## src/rtl/mips_register_operand_unit_if.sv

```systemverilog
// Bus between decode and the register operand unit: per-instruction register
// control fields, in-flight results, resolved operands, stall and commit view.
interface mips_register_operand_unit_if #(
    parameter int DATA_WIDTH = 32,
    parameter int ADDR_WIDTH = 5
);
    logic                  idValid;
    logic [ADDR_WIDTH-1:0] idRs;
    logic [ADDR_WIDTH-1:0] idRt;
    logic [ADDR_WIDTH-1:0] idRd;
    logic                  idPort1Src;
    logic                  idWriteAddrSrc;
    logic                  idWriteDataSrc;
    logic                  idWriteEnable;
    logic [DATA_WIDTH-1:0] exAluResult;
    logic [DATA_WIDTH-1:0] memLoadData;
    logic [DATA_WIDTH-1:0] port1Data;
    logic [DATA_WIDTH-1:0] port2Data;
    logic                  stall;
    logic                  wbValid;
    logic [ADDR_WIDTH-1:0] wbAddr;
    logic [DATA_WIDTH-1:0] wbData;

    modport master (
        output idValid, idRs, idRt, idRd, idPort1Src, idWriteAddrSrc,
               idWriteDataSrc, idWriteEnable, exAluResult, memLoadData,
        input  port1Data, port2Data, stall, wbValid, wbAddr, wbData
    );

    modport slave (
        input  idValid, idRs, idRt, idRd, idPort1Src, idWriteAddrSrc,
               idWriteDataSrc, idWriteEnable, exAluResult, memLoadData,
        output port1Data, port2Data, stall, wbValid, wbAddr, wbData
    );
endinterface

```

## src/rtl/mips_register_operand_unit.sv

```systemverilog
// Register file with EX/MEM/WB destination tracking, operand forwarding,
// load-use stall detection and write-back commit.
module mips_register_operand_unit #(
    parameter int DATA_WIDTH = 32,
    parameter int ADDR_WIDTH = 5
) (
    input  logic                         clock,
    input  logic                         reset,
    mips_register_operand_unit_if.slave  bus
);
    localparam int NUM_REGS = 1 << ADDR_WIDTH;

    typedef logic [ADDR_WIDTH-1:0] addr_t;
    typedef logic [DATA_WIDTH-1:0] data_t;

    typedef struct packed {
        logic  valid;
        logic  we;
        addr_t dest;
        logic  is_load;
    } ex_stage_t;

    typedef struct packed {
        logic  valid;
        logic  we;
        addr_t dest;
        logic  is_load;
        data_t alu_value;
    } mem_stage_t;

    typedef struct packed {
        logic  valid;
        logic  we;
        addr_t dest;
        data_t data;
    } wb_stage_t;

    ex_stage_t  ex_q;
    mem_stage_t mem_q;
    wb_stage_t  wb_q;
    data_t      regs [NUM_REGS];

    addr_t port1_addr;
    addr_t port2_addr;
    addr_t id_dest;
    logic  id_we;
    data_t mem_value;

    assign port1_addr = bus.idPort1Src ? bus.idRt : bus.idRs;
    assign port2_addr = bus.idRt;
    assign id_dest    = bus.idWriteAddrSrc ? bus.idRd : bus.idRt;
    assign id_we      = bus.idValid & bus.idWriteEnable & (id_dest != '0);
    assign mem_value  = mem_q.is_load ? bus.memLoadData : mem_q.alu_value;

    // A load in EX has no data yet, so a consumer in ID must wait one cycle
    // until the load reaches MEM and can be forwarded from there.
    assign bus.stall = bus.idValid & ex_q.valid & ex_q.we & ex_q.is_load &
                       (ex_q.dest != '0) &
                       ((ex_q.dest == port1_addr) | (ex_q.dest == port2_addr));

    function automatic data_t resolve(
        input addr_t      a,
        input ex_stage_t  ex,
        input data_t      ex_value,
        input mem_stage_t mem,
        input data_t      mem_fwd,
        input wb_stage_t  wb,
        input data_t      file_value
    );
        if (a == '0)
            return '0;
        else if (ex.valid && ex.we && ex.dest == a && !ex.is_load)
            return ex_value;
        else if (mem.valid && mem.we && mem.dest == a)
            return mem_fwd;
        else if (wb.valid && wb.we && wb.dest == a)
            return wb.data;
        else
            return file_value;
    endfunction

    assign bus.port1Data = resolve(port1_addr, ex_q, bus.exAluResult, mem_q,
                                   mem_value, wb_q, regs[port1_addr]);
    assign bus.port2Data = resolve(port2_addr, ex_q, bus.exAluResult, mem_q,
                                   mem_value, wb_q, regs[port2_addr]);

    assign bus.wbValid = wb_q.valid & wb_q.we;
    assign bus.wbAddr  = wb_q.dest;
    assign bus.wbData  = wb_q.data;

    // NOTE: state registers use non-blocking assignments so every stage samples
    // the pre-edge value of the stage before it, independent of block order.
    always_ff @(posedge clock or posedge reset) begin
        if (reset) begin
            ex_q  <= '0;
            mem_q <= '0;
            wb_q  <= '0;
        end else begin
            ex_q.valid      <= bus.idValid & ~bus.stall;
            ex_q.we         <= id_we & ~bus.stall;
            ex_q.dest       <= id_dest;
            ex_q.is_load    <= bus.idWriteDataSrc;

            mem_q.valid     <= ex_q.valid;
            mem_q.we        <= ex_q.we;
            mem_q.dest      <= ex_q.dest;
            mem_q.is_load   <= ex_q.is_load;
            mem_q.alu_value <= bus.exAluResult;

            wb_q.valid      <= mem_q.valid;
            wb_q.we         <= mem_q.we;
            wb_q.dest       <= mem_q.dest;
            wb_q.data       <= mem_value;
        end
    end

    // NOTE: the register file is reset on purpose: architectural state must read
    // zero after reset, which costs a reset on every entry instead of a RAM macro.
    always_ff @(posedge clock or posedge reset) begin
        if (reset) begin
            for (int i = 0; i < NUM_REGS; i++)
                regs[i] <= '0;
        end else if (wb_q.valid && wb_q.we && wb_q.dest != '0) begin
            regs[wb_q.dest] <= wb_q.data;
        end
    end
endmodule

```

## src/flat_wrapper.sv

```systemverilog
// flat-port wrapper written by rule: the top's interface ports become plain ports
module mips_register_operand_unit_flat 
#(
    parameter int DATA_WIDTH = 32,
    parameter int ADDR_WIDTH = 5
)
  (clock, reset, bus_idValid, bus_idRs, bus_idRt, bus_idRd, bus_idPort1Src, bus_idWriteAddrSrc, bus_idWriteDataSrc, bus_idWriteEnable, bus_exAluResult, bus_memLoadData, bus_port1Data, bus_port2Data, bus_stall, bus_wbValid, bus_wbAddr, bus_wbData);
  mips_register_operand_unit_if #(.DATA_WIDTH(DATA_WIDTH), .ADDR_WIDTH(ADDR_WIDTH)) bus_i ();
  input  logic clock;
  input  logic reset;
  input wire logic [$bits(bus_i.idValid)-1:0] bus_idValid;
  input wire logic [$bits(bus_i.idRs)-1:0] bus_idRs;
  input wire logic [$bits(bus_i.idRt)-1:0] bus_idRt;
  input wire logic [$bits(bus_i.idRd)-1:0] bus_idRd;
  input wire logic [$bits(bus_i.idPort1Src)-1:0] bus_idPort1Src;
  input wire logic [$bits(bus_i.idWriteAddrSrc)-1:0] bus_idWriteAddrSrc;
  input wire logic [$bits(bus_i.idWriteDataSrc)-1:0] bus_idWriteDataSrc;
  input wire logic [$bits(bus_i.idWriteEnable)-1:0] bus_idWriteEnable;
  input wire logic [$bits(bus_i.exAluResult)-1:0] bus_exAluResult;
  input wire logic [$bits(bus_i.memLoadData)-1:0] bus_memLoadData;
  output wire logic [$bits(bus_i.port1Data)-1:0] bus_port1Data;
  output wire logic [$bits(bus_i.port2Data)-1:0] bus_port2Data;
  output wire logic [$bits(bus_i.stall)-1:0] bus_stall;
  output wire logic [$bits(bus_i.wbValid)-1:0] bus_wbValid;
  output wire logic [$bits(bus_i.wbAddr)-1:0] bus_wbAddr;
  output wire logic [$bits(bus_i.wbData)-1:0] bus_wbData;
  assign bus_i.idValid = bus_idValid;
  assign bus_i.idRs = bus_idRs;
  assign bus_i.idRt = bus_idRt;
  assign bus_i.idRd = bus_idRd;
  assign bus_i.idPort1Src = bus_idPort1Src;
  assign bus_i.idWriteAddrSrc = bus_idWriteAddrSrc;
  assign bus_i.idWriteDataSrc = bus_idWriteDataSrc;
  assign bus_i.idWriteEnable = bus_idWriteEnable;
  assign bus_i.exAluResult = bus_exAluResult;
  assign bus_i.memLoadData = bus_memLoadData;
  assign bus_port1Data = bus_i.port1Data;
  assign bus_port2Data = bus_i.port2Data;
  assign bus_stall = bus_i.stall;
  assign bus_wbValid = bus_i.wbValid;
  assign bus_wbAddr = bus_i.wbAddr;
  assign bus_wbData = bus_i.wbData;
  mips_register_operand_unit #(.DATA_WIDTH(DATA_WIDTH), .ADDR_WIDTH(ADDR_WIDTH)) u_core (.clock(clock), .reset(reset), .bus(bus_i));
endmodule
```

## config.mk

```make
export PLATFORM = sky130hd
export DESIGN_NAME = mips_register_operand_unit_flat
export DESIGN_NICKNAME = d
export VERILOG_FILES = /design/src/rtl/mips_register_operand_unit_if.sv /design/src/rtl/mips_register_operand_unit.sv /design/src/flat_wrapper.sv
export SDC_FILE = /design/constraint.sdc
export NUM_CORES = 2
export LEC_CHECK = 0
export ABC_AREA = 1
export CAP_MARGIN = 20
export CORE_ASPECT_RATIO = 2
export CORE_MARGIN = 10
export CORE_UTILIZATION = 40
export DETAILED_ROUTE_END_ITERATION = 10
export PLACE_DENSITY = 0.6
export SLEW_MARGIN = 20
export SYNTH_ARGS = -nofsm -noshare
export SYNTH_HDL_FRONTEND = slang
export SYNTH_SLANG_ARGS = --single-unit
```

## constraint.sdc

```tcl
create_clock -name clock -period 41 [get_ports clock]
set_clock_uncertainty 0.15 [all_clocks]
set_input_delay 8.2 -clock clock [delete_from_list [all_inputs] [get_ports clock]]
set_output_delay 8.2 -clock clock [all_outputs]
set_load 0.05 [all_outputs]
```

Word level (Yosys, flattened, before mapping)
Cells that the tools add are included.

cells by class
  multiplexer cells = 20
  $lt $le $gt $ge = 4
  reductions and logical operators = 19
  equality and inequality tests = 6
  bitwise gates (word level) = 15

operators by type and width
  kind                                                         count
  bitwise mux 1024 bit                                         1
  2-to-1 mux 32 bit                                            14
  binary-select mux 32 bit (select 5 bit)                      2
  demux 32 bit (select 5 bit)                                  1
  == test 5 bit                                                6
  >= comparator 6 bit (second input constant)                  3
  inverter 5 -> 6 bit                                          3
  nonzero test 5 bit                                           3
  logical AND 1 bit                                            13
  bitwise AND 1 bit                                            10
  zero test 5 bit                                              2
  2-to-1 mux 5 bit                                             2
  less-than comparator 6 x 1 -> 1 bit (second input constant)  1
  zero test 1 bit                                              1
  inverter 1 bit                                               1
  OR 1 bit                                                     1

storage, ports and cells
  word-level logic and storage cells = 109
  input bits = 86
  flip-flop bits (word level) = 1,111
  output and inout port bits = 103

Longest topological paths before layout
  depth after elaboration = 9
  mapped depth = 15
  mapped depth without buffers = 13

Worst setup path after synthesis
Ideal clock, no wire load.

  path type = input to output
  from = input port bus_idRt[4]
  to = output port bus_port1Data[0]
  data required time = 32,650 ps
  arrival = 10,392 ps
  stages = 10
  path slack = 22,258 ps
  path buffers = 3
  cells stage by stage = clkbuf_1 -> inv_1 -> o21ai_1 -> buf_2 -> xnor2_1 -> o21ai_1 -> nor2_4 -> buf_2 -> a21oi_1 -> a21oi_1

between the ends
  word-level cells in the longest chain between the ends = 9
  elaborated cells between the ends (all ways) = 17
  classes of those cells = eq/ne: 3; mux: 8; bitwise: 1; reduce/logical: 5

ends and longest elaborated chain
  element                                                line                              text
  from (decl)                                            flat_wrapper.sv:13                input wire logic [$bits(bus_i.idRt)-1:0] bus_idRt;
  2-to-1 mux 5 bit (*)                                   mips_register_operand_unit.sv:49  assign port1_addr = bus.idPort1Src ? bus.idRt : bus.idRs;
  inverter 5 -> 6 bit (not written as such)              mips_register_operand_unit.sv:83  mem_value, wb_q, regs[port1_addr]);
  binary-select mux 32 bit (select 5 bit)                mips_register_operand_unit.sv:83
  2-to-1 mux 32 bit (not written as such) (2 in series)  mips_register_operand_unit.sv:83
  2-to-1 mux 32 bit                                      mips_register_operand_unit.sv:76  else if (wb.valid && wb.we && wb.dest == a)
  2-to-1 mux 32 bit                                      mips_register_operand_unit.sv:74  else if (mem.valid && mem.we && mem.dest == a)
  2-to-1 mux 32 bit                                      mips_register_operand_unit.sv:72  else if (ex.valid && ex.we && ex.dest == a && !ex.is_load)
  2-to-1 mux 32 bit (*)                                  mips_register_operand_unit.sv:70  if (a == '0)
  to (decl)                                              flat_wrapper.sv:21                output wire logic [$bits(bus_i.port1Data)-1:0] bus_port1Data;

Every way passes the cells marked *; elsewhere a longest branch is shown, timed or not. The select of a mux whose other input is x is not followed.

Worst setup path in the final report
  from = input port bus_idPort1Src
  to = output port bus_port1Data[7]

between the ends
  word-level cells in the longest chain between the ends = 9
  elaborated cells between the ends (all ways) = 17
  classes of those cells = eq/ne: 3; mux: 8; bitwise: 1; reduce/logical: 5

ends and longest elaborated chain
  element                                                line                              text
  from (decl)                                            flat_wrapper.sv:15                input wire logic [$bits(bus_i.idPort1Src)-1:0] bus_idPort1Src;
  2-to-1 mux 5 bit (*)                                   mips_register_operand_unit.sv:49
  inverter 5 -> 6 bit (not written as such)              mips_register_operand_unit.sv:83
  binary-select mux 32 bit (select 5 bit)                mips_register_operand_unit.sv:83
  2-to-1 mux 32 bit (not written as such) (2 in series)  mips_register_operand_unit.sv:83
  2-to-1 mux 32 bit                                      mips_register_operand_unit.sv:76
  2-to-1 mux 32 bit                                      mips_register_operand_unit.sv:74
  2-to-1 mux 32 bit                                      mips_register_operand_unit.sv:72
  2-to-1 mux 32 bit (*)                                  mips_register_operand_unit.sv:70

Marks and branches as above.

==> flow_metrics.tcl <==
set metrics [dict create \
    yosys_warnings 0 \
    area_delta_synth_final_pct 9.73 \
    antenna_found_initial 11 \
    dr.pass1.iters 7 \
    cts_buffers 102 \
    finalCritPeriodShare 0.543 \
    fp.coreArea_mm2 0.152 \
    worstMarginPinSlew_ns 1.26 \
    power_uw 2900 \
    pin_count 189 \
    wl_mm 265 \
    grtUsageMet3 0.0606 \
    critical_path_arrival_ns 13.92 \
    drv_slew 0 \
    synth_top_area_share 0.455 \
    synth_edf_count 0 \
    clk_pin_slew_ns 0.07 \
    crit_path_end_kind "output port" \
    use_met1 0.362 \
    drc 0 \
    grt_overflow_total 0 \
    dieArea_mm2 0.170 \
    tns_ns 0 \
    ys_types 37 \
    fill_cells 15400 \
    crit_type "primary input to output port" \
    root_buffer "clkbuf_16" \
    row_count 202 \
    hold_class "register to register" \
    cts_setup_buffers 0 \
    yosys_most_used_dff "dfrtp_1" \
    clock_latency_ns 0.75 \
    die_w_um 296 \
    ys_ff_latch 1111 \
    finalSetupViolations 0 \
    syn_area_per_cell_um2 7.11 \
    synth-async-reset-ratio 1.00 \
    start_util 0.403 \
    stdcell_count 10200 \
    dr_total_vias 62300 \
    synth_most_common_cell "nand2_1" \
    crit_path_start_kind "primary input" \
    max-cap-violations 0 \
    layout_setup_ws_ns 18.73 \
    hpwl_mm 150 \
    htree_num_levels 3 \
    synth_area_mm2 0.0611 \
    max_freq_ghz 0.0449 \
    viasPerCell 6.10 \
    ys_seq_area_frac 0.455 \
    power_density_mw_per_mm2 43.2 \
    status "complete, no violations" \
    globalplace.congestion 0.882 \
    wl_per_cell_um 26.0 \
    ant_nets 0 \
    slew-limit-headroom 0.160 \
    cp.required_ns 32.65 \
    hold_violations 0 \
    vdd_ir_drop_max_mv 0.0295 \
    yosys-top-cells-area "dfrtp_1 (46%), nand2_1 (16%), o21ai_0 (12%)" \
    synthCells 8590 \
    die_h_um 573 \
    post_cts_resized 0 \
    yosysTopAreaCell "dfrtp_1" \
    clockBufferDepth 3 \
    fin_nets 8276 \
    yosys-top-cells-count "nand2_1 (2604), o21ai_0 (1430), dfrtp_1 (1111)" \
    drt_iter0_markers 8484 \
    grt_max_degree 187 \
    grt_setup_unrepaired "no" \
    critical_path.max_fanout 91 \
    grt_pass1_wl_mm 390 \
    synth_nets 8676 \
    drive_above_1_share 0.0480 \
    post-place-ws_ns 18.86 \
    clock-sinks 1111 \
    grt-busiest-layer "met2" \
    portBuffers 188 \
    gr-usage-all-layers 0.303 \
    leakagePower_uw 0.0295 \
    holdWs_ns 0.236 \
    grt_pass1_vias 58600 \
    period_needed_ns 22.27 \
    dp_cells 10000 \
    use_met2 0.480 \
    cts_tree "yes" \
    cts_hold_buffers 0 \
]
## kinds of logic after synthesis
group / Yosys count / synth area share
AO/OA/AOI/OAI: 2134 / 0.185
flip-flops: 1111 / 0.455
multiplexers: 26 / 0.00477
AND/OR/NAND/NOR: 4212 / 0.281
buffers and inverters: 1097 / 0.0725
XOR/XNOR: 10 / 0.00143
## stage by stage
stage / utilization / cell area, µm²
after global routing: 0.442 / 67000
after global placement: 0.418 / 63400
after floorplan: - / 61100
final: 0.442 / 67000
after detailed placement: 0.418 / 63400
after CTS: 0.441 / 66900
## layer usage
layer | vias to the layer above | routed length (µm)
met5 | - | 39
met4 | 6 | 21500
met3 | 995 | 27000
met2 | 3866 | 121000
met1 | 29900 | 95400
li1 | 27500 | -
## power breakdown
| group | switching, µW | total (µW) | internal, µW |
|---|---|---|---|
| sequential | 88.9 | 1290 | 1200 |
| combinational | 395 | 563 | 167 |
| clock | 460 | 1050 | 586 |
| total | 944 | 2900 | 1950 |
## final cells by class
cell class              instances  area [µm²]  area share
well taps                    1938        2420      0.0362
clock buffers                 152        3060      0.0457
repair buffers                319        3040      0.0454
diodes                          9        22.5    0.000336
inverters                     274        1060      0.0158
multi-input cells            6382       29100       0.435
clock inverters                33         497     0.00741
flip-flops and latches       1111       27800       0.415
## sequential cells by signal (all words and copies together), names as in the netlist
name               flops
u_core.regs         1024
u_core.mem_q          40
u_core.bus.wbData     32
u_core.ex_q            8
u_core.bus.wbAddr      5
u_core.wb_q            2
## layout by cell type (no fill, tap or decap), types with 5 or more instances in the layout
master / count
a211oi_1: 5
a21oi_1: 296
buf_12: 12
buf_4: 118
bufinv_16: 11
clkbuf_1: 21
clkbuf_16: 105
clkbuf_8: 26
clkdlybuf4s50_1: 183
clkinv_2: 11
dfrtp_1: 1111
diode_2: 9
inv_1: 261
inv_2: 5
inv_8: 5
mux2_2: 25
nand2_1: 2578
nand2_2: 11
nand2_4: 24
nand3_1: 928
nand3b_1: 7
nor2_1: 633
nor3_2: 10
o211ai_1: 186
o21ai_0: 1430
o21ai_1: 136
o22ai_1: 61
o2bb2ai_1: 16
xor2_1: 8
## path summary, 6_finish.rpt
check                                                     from                            end  slack [ns]  depth (start not counted)
worst max register to register  u_core.bus.wbAddr[1]$_DFF_PP0_   u_core.regs[296]$_DFFE_PP0P_       37.49                          6
max in group asynchronous                                reset   u_core.regs[709]$_DFFE_PP0P_       29.58                          5
worst max-delay path                            bus_idPort1Src               bus_port1Data[7]       18.73                         17
worst min register to register   u_core.regs[1001]$_DFFE_PP0P_  u_core.regs[1001]$_DFFE_PP0P_        0.24                          0
worst min-delay path             u_core.regs[1001]$_DFFE_PP0P_  u_core.regs[1001]$_DFFE_PP0P_        0.24                          0
min in group asynchronous                                reset   u_core.regs[364]$_DFFE_PP0P_        7.91                          2
## critical path, stage by stage
cell and delay [ns]:
clkdlybuf4s50_1 0.58, inv_2 0.26, nand2_2 0.40, nand2_8 0.68, buf_4 0.74, buf_4 0.80, nand2_1 0.12, nand3_1 0.12
nand2_1 0.06, nand2_1 0.05, nand2_1 0.06, nor2_1 0.11, nand2_1 0.10, nand3_1 0.39, nand2_1 0.12, a21oi_1 0.16
clkdlybuf4s50_1 0.83
Power figures use the tool's default switching activity.
